## src/rtl/count_sched_pkg.sv

```systemverilog
// Shared types and defaults for count_scheduler (optional abort: COUNT_SCHED_ABORT_EN).
package count_sched_pkg;

  typedef enum logic [1:0] {
    StIdle  = 2'd0,
    StClear = 2'd1,
    StRun   = 2'd2,
    StDone  = 2'd3
  } sched_state_e;

  localparam int unsigned NREQ_DEFAULT  = 4;
  localparam int unsigned LEN_W_DEFAULT = 4;

  function automatic int unsigned ptr_width(input int unsigned n);
    return (n > 1) ? $clog2(n) : 1;
  endfunction

endpackage

```

## src/rtl/count_scheduler_rr_arbiter.sv

```systemverilog
// Combinational round-robin pick: first requester at or after pointer, wrapping modulo NREQ.
module rr_arbiter
  import count_sched_pkg::*;
#(
  parameter int unsigned NREQ  = NREQ_DEFAULT,
  parameter int unsigned PTR_W = ptr_width(NREQ_DEFAULT)
) (
  input  logic [NREQ-1:0]  req,
  input  logic [PTR_W-1:0] pointer,
  output logic [NREQ-1:0]  winner,
  output logic [PTR_W-1:0] winner_idx,
  output logic             valid
);

  always_comb begin
    int unsigned j;
    logic [PTR_W-1:0] jj;
    winner     = '0;
    winner_idx = '0;
    valid      = 1'b0;
    j          = 0;
    jj         = '0;
    for (int k = 0; k < int'(NREQ); k++) begin
      j = 32'(pointer) + 32'(k);
      if (j >= NREQ) j = j - NREQ;
      jj = PTR_W'(j);
      if (!valid && req[jj]) begin
        valid      = 1'b1;
        winner[jj] = 1'b1;
        winner_idx = jj;
      end
    end
  end

endmodule

```

## src/rtl/count_scheduler.sv

```systemverilog
// Round-robin owner of a shared counter: clear, enable for len cycles, done pulse.
// Optional abort input/aborted output when COUNT_SCHED_ABORT_EN is defined.
module count_scheduler
  import count_sched_pkg::*;
#(
  parameter int unsigned NREQ  = NREQ_DEFAULT,
  parameter int unsigned LEN_W = LEN_W_DEFAULT
) (
  input  logic                  clock,
  input  logic                  reset,
  input  logic [NREQ-1:0]       req,
  input  logic [NREQ*LEN_W-1:0] len,
  output logic [NREQ-1:0]       grant,
  output logic                  busy,
  output logic                  cnt_clear,
  output logic                  cnt_enable,
  output logic [NREQ-1:0]       done
`ifdef COUNT_SCHED_ABORT_EN
  ,
  input  logic                  abort,
  output logic                  aborted
`endif
);

  localparam int unsigned PTR_W = ptr_width(NREQ);

  sched_state_e     state_q, state_d;
  logic [NREQ-1:0]  grant_q, grant_d;
  logic [NREQ-1:0]  done_q, done_d;
  logic [PTR_W-1:0] ptr_q, ptr_d;
  logic [LEN_W-1:0] rem_q, rem_d;
  logic             busy_q, busy_d;
  logic             clear_q, clear_d;
  logic             enable_q, enable_d;
  logic             aborted_q, aborted_d;

  logic [NREQ-1:0]  win_onehot;
  logic [PTR_W-1:0] win_idx;
  logic             win_valid;
  logic [LEN_W-1:0] sel_len;

  rr_arbiter #(
    .NREQ  (NREQ),
    .PTR_W (PTR_W)
  ) u_arb (
    .req        (req),
    .pointer    (ptr_q),
    .winner     (win_onehot),
    .winner_idx (win_idx),
    .valid      (win_valid)
  );

  always_comb begin
    sel_len = '0;
    for (int i = 0; i < int'(NREQ); i++) begin
      if (win_onehot[i]) sel_len = len[i*LEN_W +: LEN_W];
    end
  end

  always_comb begin
    state_d   = state_q;
    grant_d   = grant_q;
    ptr_d     = ptr_q;
    rem_d     = rem_q;
    clear_d   = 1'b0;
    enable_d  = 1'b0;
    done_d    = '0;
    aborted_d = 1'b0;
    unique case (state_q)
      StIdle: begin
        if (win_valid) begin
          grant_d = win_onehot;
          rem_d   = sel_len;
          ptr_d   = (win_idx == PTR_W'(NREQ - 1)) ? '0 : win_idx + 1'b1;
          clear_d = 1'b1;
          state_d = StClear;
        end
      end
      StClear: begin
        if (rem_q == '0) begin
          done_d  = grant_q;
          state_d = StDone;
        end else begin
          enable_d = 1'b1;
          state_d  = StRun;
        end
      end
      StRun: begin
        rem_d = rem_q - 1'b1;
`ifdef COUNT_SCHED_ABORT_EN
        if (abort) begin
          done_d    = grant_q;
          aborted_d = 1'b1;
          state_d   = StDone;
        end else
`endif
        if (rem_q == LEN_W'(1)) begin
          done_d  = grant_q;
          state_d = StDone;
        end else begin
          enable_d = 1'b1;
        end
      end
      StDone: begin
        grant_d = '0;
        state_d = StIdle;
      end
      default: begin
        grant_d = '0;
        state_d = StIdle;
      end
    endcase
    busy_d = |grant_d;
  end

  always_ff @(posedge clock or posedge reset) begin
    if (reset) begin
      state_q   <= StIdle;
      grant_q   <= '0;
      done_q    <= '0;
      ptr_q     <= '0;
      rem_q     <= '0;
      busy_q    <= 1'b0;
      clear_q   <= 1'b0;
      enable_q  <= 1'b0;
      aborted_q <= 1'b0;
    end else begin
      state_q   <= state_d;
      grant_q   <= grant_d;
      done_q    <= done_d;
      ptr_q     <= ptr_d;
      rem_q     <= rem_d;
      busy_q    <= busy_d;
      clear_q   <= clear_d;
      enable_q  <= enable_d;
      aborted_q <= aborted_d;
    end
  end

  assign grant      = grant_q;
  assign busy       = busy_q;
  assign cnt_clear  = clear_q;
  assign cnt_enable = enable_q;
  assign done       = done_q;
`ifdef COUNT_SCHED_ABORT_EN
  assign aborted    = aborted_q;
`endif

endmodule

```

## config.mk

```make
export PLATFORM = sky130hd
export DESIGN_NAME = count_scheduler
export DESIGN_NICKNAME = d
export VERILOG_FILES = /design/src/rtl/count_sched_pkg.sv /design/src/rtl/count_scheduler_rr_arbiter.sv /design/src/rtl/count_scheduler.sv
export SDC_FILE = /design/constraint.sdc
export NUM_CORES = 1
export LEC_CHECK = 0
export CELL_PAD_IN_SITES_DETAIL_PLACEMENT = 1
export CELL_PAD_IN_SITES_GLOBAL_PLACEMENT = 1
export CORE_MARGIN = 2
export CORE_UTILIZATION = 42
export DETAILED_ROUTE_END_ITERATION = 10
export GPL_TIMING_DRIVEN = 0
export HOLD_SLACK_MARGIN = 0.12
export PLACE_DENSITY = 0.83
export RECOVER_POWER = 50
export SYNTH_ARGS = -nofsm -noshare
export SYNTH_HDL_FRONTEND = slang
export SYNTH_SLANG_ARGS = --single-unit
```

## constraint.sdc

```tcl
create_clock -name clock -period 6.7 [get_ports clock]
set_input_delay 2.01 -clock clock [delete_from_list [all_inputs] [get_ports clock]]
set_output_delay 2.01 -clock clock [all_outputs]
set_load 0.1 [all_outputs]
```

== After elaboration in Yosys (flattened, before gate mapping) ==
Cells that the tools add are included.

* Add/sub/neg operators: 9
* Multipliers: 0
* Div/mod/pow operators: 0
* $lt $le $gt $ge: 12
* Equality and inequality tests: 7
* Shift-type cells: 0
* Muxes and demuxes: 53
* Bitwise logic cells: 3
* Reductions and logical operators: 17

{| class="wikitable"
|+ Operators with widths
! operator !! number
|-
| 4-bit 2-to-1 mux || 12
|-
| 4-bit case mux with 2 select lines || 3
|-
| 2-bit 2-to-1 mux || 11
|-
| 1-bit 2-to-1 mux || 17
|-
| 2-bit by 3-bit < comparator with 1-bit output (second input constant) || 4
|-
| 4-bit bitwise OR || 3
|-
| 3-bit greater-or-equal comparator (second input constant) || 3
|-
| 1-bit binary-select mux with 2-bit select || 4
|-
| 1-bit demux with 2-bit select || 4
|-
| 2-bit by 1-bit greater-or-equal comparator with 1-bit output (second input constant) || 4
|-
| 2-bit case mux with 4 select lines || 1
|-
| 2-bit by 1-bit subtractor with 2-bit output (second input constant) || 4
|-
| 1-bit logical AND || 7
|-
| 2-bit by 2-bit adder with 3-bit output (second input constant) || 2
|-
| 2-bit == test (second input constant) || 3
|-
| 2-bit AND reduction || 3
|-
| 4-bit by 1-bit == test with 1-bit output (second input constant) || 1
|-
| 4-bit zero test || 1
|-
| 4-bit OR reduction || 1
|-
| 4-bit by 1-bit subtractor with 4-bit output (second input constant) || 1
|-
| 2-bit by 1-bit adder with 3-bit output (second input constant) || 1
|-
| 2-bit by 3-bit greater-or-equal comparator with 1-bit output (second input constant) || 1
|-
| 1-bit zero test || 3
|-
| 2-bit by 1-bit adder with 2-bit output (second input constant) || 1
|-
| other kinds (6) || 6
|}

* Register bits: 19
* Latch bits: 0
* Bits in writable memories: 0
* ROM bits: 0
* Input bits: 22
* Output and inout bits: 11
* Logic and storage cells: 109
* Memories kept: 0

== Depth between registers and ports, before layout ==
* Word-level depth: 20
* Mapped depth: 11
* Depth with buffers taken out: 8

== Modules after synthesis ==
A second synthesis with hierarchy kept.

* Cell total of the unflattened synthesis: 157
* Area, all modules: 1,515.2 sq um

{| class="wikitable"
|+ Modules (own cells, without submodules)
! module !! times used !! cells each !! area an instance (sq um) !! sequential area each (sq um)
|-
| count_scheduler || 1 || 112 || 1,093.5 || 475.5
|-
| rr_arbiter || 1 || 45 || 421.7 || 0.0
|}

== Worst setup path after synthesis ==
Ideal clock, no wire load.

* Path type: input -> register
* Start point: input req[1]
* End point: register busy_q (netlist: busy)
* Setup time: 139 ps
* Arrival time: 4,017 ps
* Required time: 6,561 ps
* Setup slack: 2,545 ps
* Stages: 6
* Cells stage by stage: mux4_2 > and2b_1 > a221o_1 > a22o_1 > a22o_2 > or4_1

* Longest elaborated chain between the ends: 15
* Elaborated cells on any way between the ends: 28

{| class="wikitable"
|+ RTL lines
! item !! RTL line !! text
|-
| from (decl) || count_scheduler.sv:11 || <nowiki>input logic [NREQ-1:0] req,</nowiki>
|-
| 1-bit binary-select mux with 2-bit select || count_scheduler_rr_arbiter.sv:27 || <nowiki>if (!valid && req[jj]) begin</nowiki>
|-
| 1-bit 2-to-1 mux (implied by the code) || count_scheduler_rr_arbiter.sv:27 ||
|-
| 1-bit 2-to-1 mux || count_scheduler_rr_arbiter.sv:27 ||
|-
| 1-bit zero test || count_scheduler_rr_arbiter.sv:27 ||
|-
| 1-bit logical AND || count_scheduler_rr_arbiter.sv:27 ||
|-
| 1-bit 2-to-1 mux || count_scheduler_rr_arbiter.sv:27 ||
|-
| 1-bit zero test || count_scheduler_rr_arbiter.sv:27 ||
|-
| 1-bit logical AND || count_scheduler_rr_arbiter.sv:27 ||
|-
| 1-bit 2-to-1 mux || count_scheduler_rr_arbiter.sv:27 ||
|-
| 1-bit zero test || count_scheduler_rr_arbiter.sv:27 ||
|-
| 1-bit logical AND || count_scheduler_rr_arbiter.sv:27 ||
|-
| 4-bit 2-to-1 mux or 1-bit 2-to-1 mux (tied branches) || count_scheduler_rr_arbiter.sv:27 ||
|-
| 4-bit 2-to-1 mux * || count_scheduler.sv:71 || <nowiki>if (win_valid) begin</nowiki>
|-
| 4-bit case mux with 2 select lines * || count_scheduler.sv:69 || <nowiki>unique case (state_q)</nowiki>
|-
| named net grant_d[3] || count_scheduler.sv:28 || <nowiki>logic [NREQ-1:0] grant_q, grant_d;</nowiki>
|-
| 4-bit OR reduction * || count_scheduler.sv:113 || <nowiki>busy_d = |grant_d;</nowiki>
|-
| named net busy_d || count_scheduler.sv:32 || <nowiki>logic busy_q, busy_d;</nowiki>
|-
| to (signal assigned) || count_scheduler.sv:133 || <nowiki>busy_q <= busy_d;</nowiki>
|-
| to (decl) || count_scheduler.sv:32 ||
|}

The timed path passes the listed nets; every way through them passes the cells marked *. The select of a mux whose other input is x is not followed.
A chain may end at the register's enable or synchronous reset.

== Worst setup path after layout ==
* Start point: input req[1]
* End point: register rem_q[2]

* Longest elaborated chain between the ends: 18
* Elaborated cells on any way between the ends: 33

{| class="wikitable"
|+ RTL lines
! item !! RTL line !! text
|-
| 1-bit binary-select mux with 2-bit select || count_scheduler_rr_arbiter.sv:27 ||
|-
| 1-bit 2-to-1 mux (implied by the code) || count_scheduler_rr_arbiter.sv:27 ||
|-
| 1-bit 2-to-1 mux || count_scheduler_rr_arbiter.sv:27 ||
|-
| 1-bit zero test || count_scheduler_rr_arbiter.sv:27 ||
|-
| 1-bit logical AND || count_scheduler_rr_arbiter.sv:27 ||
|-
| 1-bit 2-to-1 mux || count_scheduler_rr_arbiter.sv:27 ||
|-
| 1-bit zero test || count_scheduler_rr_arbiter.sv:27 ||
|-
| 1-bit logical AND || count_scheduler_rr_arbiter.sv:27 ||
|-
| 1-bit 2-to-1 mux || count_scheduler_rr_arbiter.sv:27 ||
|-
| 1-bit zero test || count_scheduler_rr_arbiter.sv:27 ||
|-
| 1-bit logical AND || count_scheduler_rr_arbiter.sv:27 ||
|-
| 4-bit 2-to-1 mux || count_scheduler_rr_arbiter.sv:27 ||
|-
| 4-bit 2-to-1 mux (4 in a row) || count_scheduler.sv:56 || <nowiki>if (win_onehot[i]) sel_len = len[i*LEN_W +: LEN_W];</nowiki>
|-
| 4-bit 2-to-1 mux || count_scheduler.sv:71 ||
|-
| 4-bit case mux with 2 select lines || count_scheduler.sv:69 ||
|-
| to (signal assigned) || count_scheduler.sv:132 || <nowiki>rem_q <= rem_d;</nowiki>
|-
| to (decl) || count_scheduler.sv:31 || <nowiki>logic [LEN_W-1:0] rem_q, rem_d;</nowiki>
|}

Parallel ways exist; a longest one is shown, timed or not. The select of a mux whose other input is x is not followed.

==> results_dict.tcl <==
set metrics [dict create \
    status "finished, final reports clean" \
    setup-tns-final_ns 0 \
    clkTransAtPathRegs_ns 0.08 \
    crit_buf_inv 1 \
    synth.ff_latch_count 19 \
    syn_nets 219 \
    crit_fanout 9 \
    avgSynthCellArea_um2 8.95 \
    slowest_delay_ns 0.76 \
    antenna_found_initial 0 \
    ys_top_cells_by_count "19 x dfrtp_1, 17 x a21oi_1, 17 x inv_1" \
    synth_edf_count 0 \
    syn_to_final_growth_pct 25.8 \
    track_usage 0.234 \
    grt_max_degree 20 \
    wl_per_cell_um 17.8 \
    ys.flop_type "dfrtp_1" \
    seq_area_frac_synth 0.287 \
    crit_required_ns 6.89 \
    die_h_um 66.8 \
    gp_congestion 0.822 \
    synth_warnings 0 \
    io-pin-count 33 \
    slew-limit-headroom 0.211 \
    maxCapViolCount 0 \
    drt_first_pass_iters 4 \
    dieArea_um2 4460 \
    drc 0 \
    setup_violations 0 \
    core-area_um2 3720 \
    port_buffers 32 \
    drt_iter0_drc 72 \
    path_delay_family "simple AND/OR/NAND/NOR gates" \
    cts_htree_levels 1 \
    fin_worst_skew_ns 0.00730 \
    synthesis.instances 185 \
    via_count 1616 \
    drt-total-wl_um 4780 \
    end_kind "register" \
    cts_tree "built" \
    die_x_um 66.8 \
    synthMostInstantiatedCell "dfrtp_1" \
    rsz0062_at_grt "no" \
    worstPathArrival_ns 5.17 \
    start_util 0.445 \
    synth_top_area_frac 0.287 \
    critPathLaunchType "input port" \
    num-fill-cells 441 \
    hold_violations 0 \
    postRouteAntennaNets 0 \
    clock-sinks 19 \
    ys_types 58 \
    fin_ws_ns 1.72 \
    grt_pass1_wl_um 7930 \
    clock_path_buffers 2 \
    hold_class "reg2reg" \
    finalMaxSlewViolations 0 \
    tightest_slew_ns 1.17 \
    synth.top_cells.by_area "dfrtp_1 29%, ha_1 9.1%, mux4_2 5.4%" \
    min_period_ns 4.98 \
    cellLeakagePower_nw 0.922 \
    via_per_inst 6.01 \
    timing.fmax_mhz 201 \
    cpMaxStageDelayCell "nor4b_2" \
    final.period_utilization 0.743 \
    post_cts_buffers 0 \
    layout-drive-gt1-share 0.0995 \
    fin_nets 256 \
    max-vdd-ir-drop_v 0.000229 \
    cp_cell_sequence "clkdlybuf4s50_1 -> mux4_2 -> nor4b_2 -> nand2_1 -> a2111oi_0 -> o311ai_0 -> a21oi_1" \
    grt_overflow 0 \
    grt_pass1_vias 1687 \
    diodes 0 \
    cts_buffers 3 \
    syn-cell-area_um2 1660 \
    powerDensity_nw_per_um2 549 \
    yosys.area.top_type "dfrtp_1" \
    cts.repair.resized 0 \
    synth-async-reset-ratio 1.00 \
    critPathKind "in2reg" \
    dp_hpwl_um 3750 \
    insertion_delay_ns 0.26 \
    clockRootBuffer "clkbuf_8" \
    dp_slack_ns 1.42 \
    cts_hold_buf 0 \
    hold_ws_ns 0.526 \
    fp-row-count 22 \
]
[stage by stage]
stage	utilization	cell area, um2	cells	total power [mW]
after floorplan	-	1660	185	0.844
after global placement	0.548	2040	265	1.01
after detailed placement	0.548	2040	265	1.05
after CTS	0.560	2080	269	1.14
after global routing	0.560	2080	269	1.24
final	0.560	2080	269	1.14
[worst register-to-register path, delay by kind of cell (launching register included)]
kind / cells / cell delay (ns)
and+or+nand+nor: 3 / 1.46
buffers and inverters: 3 / 0.58
DFF: 1 / 0.56
AOI/OAI and AO/OA: 2 / 0.38
muxes: 1 / 0.37
adders and majority gates: 1 / 0.31
[area by class of cell]
class / instances / area (um2) / share of cell area
buffer: 6 / 42.5 / 0.0204
clock buffer: 3 / 41.3 / 0.0198
clock inverter: 1 / 5.00 / 0.00240
inverter: 17 / 63.8 / 0.0306
multi-input combinational: 143 / 1070 / 0.516
sequential: 19 / 475 / 0.228
tap: 48 / 60.1 / 0.0288
timing repair buffer: 32 / 320 / 0.154
[power by group]
part	internal, mW	total [mW]	switching (mW)
sequential	0.158	0.200	0.0424
combinational	0.332	0.862	0.530
clock	0.0414	0.0820	0.0406
total	0.531	1.14	0.613
[kinds of logic (layout without fill, tap and decap cells)]
| kind of cell | after synthesis | count (layout) | synth area share |
|---|---|---|---|
| buf+inv | 23 | 59 | 0.0642 |
| fa+ha+maj | 12 | 12 | 0.0907 |
| xor+xnor | 2 | 2 | 0.0106 |
| compound gates | 68 | 68 | 0.293 |
| mux | 8 | 8 | 0.0794 |
| flops | 19 | 19 | 0.287 |
| simple gates | 53 | 53 | 0.175 |
[placed cells by master (no fill, tap or decap), types with 5 or more instances in the layout]
master           synthesis  final
a21oi_1                 17     17
and2_1                   5      5
clkdlybuf4s50_1          0     31
dfrtp_1                 19     19
ha_1                    12     12
inv_1                   17     17
nand2_1                 12     12
nand3_1                  5      5
nor2_1                  12     12
o21ai_0                  8      8
[final timing paths]
path	slack, ns	cells past startpoint	end	from
max	1.72	7	rem_q[2]	req[1]
min	0.53	2	done[3]	grant[3]
max reg2reg	2.94	10	rem_q[0]	ptr_q[1]
min reg2reg	0.53	2	done[3]	grant[3]
max in group asynchronous	3.90	2	done[3]	reset
min in group asynchronous	2.33	2	state_q[0]	reset
[flip-flops by register name (all words and copies together) (netlist names), named ones only]
signal / flops
busy: 1
cnt_clear: 1
cnt_enable: 1
done: 4
grant: 4
ptr_q: 1
rem_q: 4
state_q: 2
[metal layers]
metal,track usage,wire length (um),vias up
met2,0.411,2480,48
met4,0.0842,93,0
li1,-,-,760
met3,0.0253,192,11
met1,0.294,2020,797
met5,0,0,-
No activity file was read; power rests on OpenSTA's default activity.
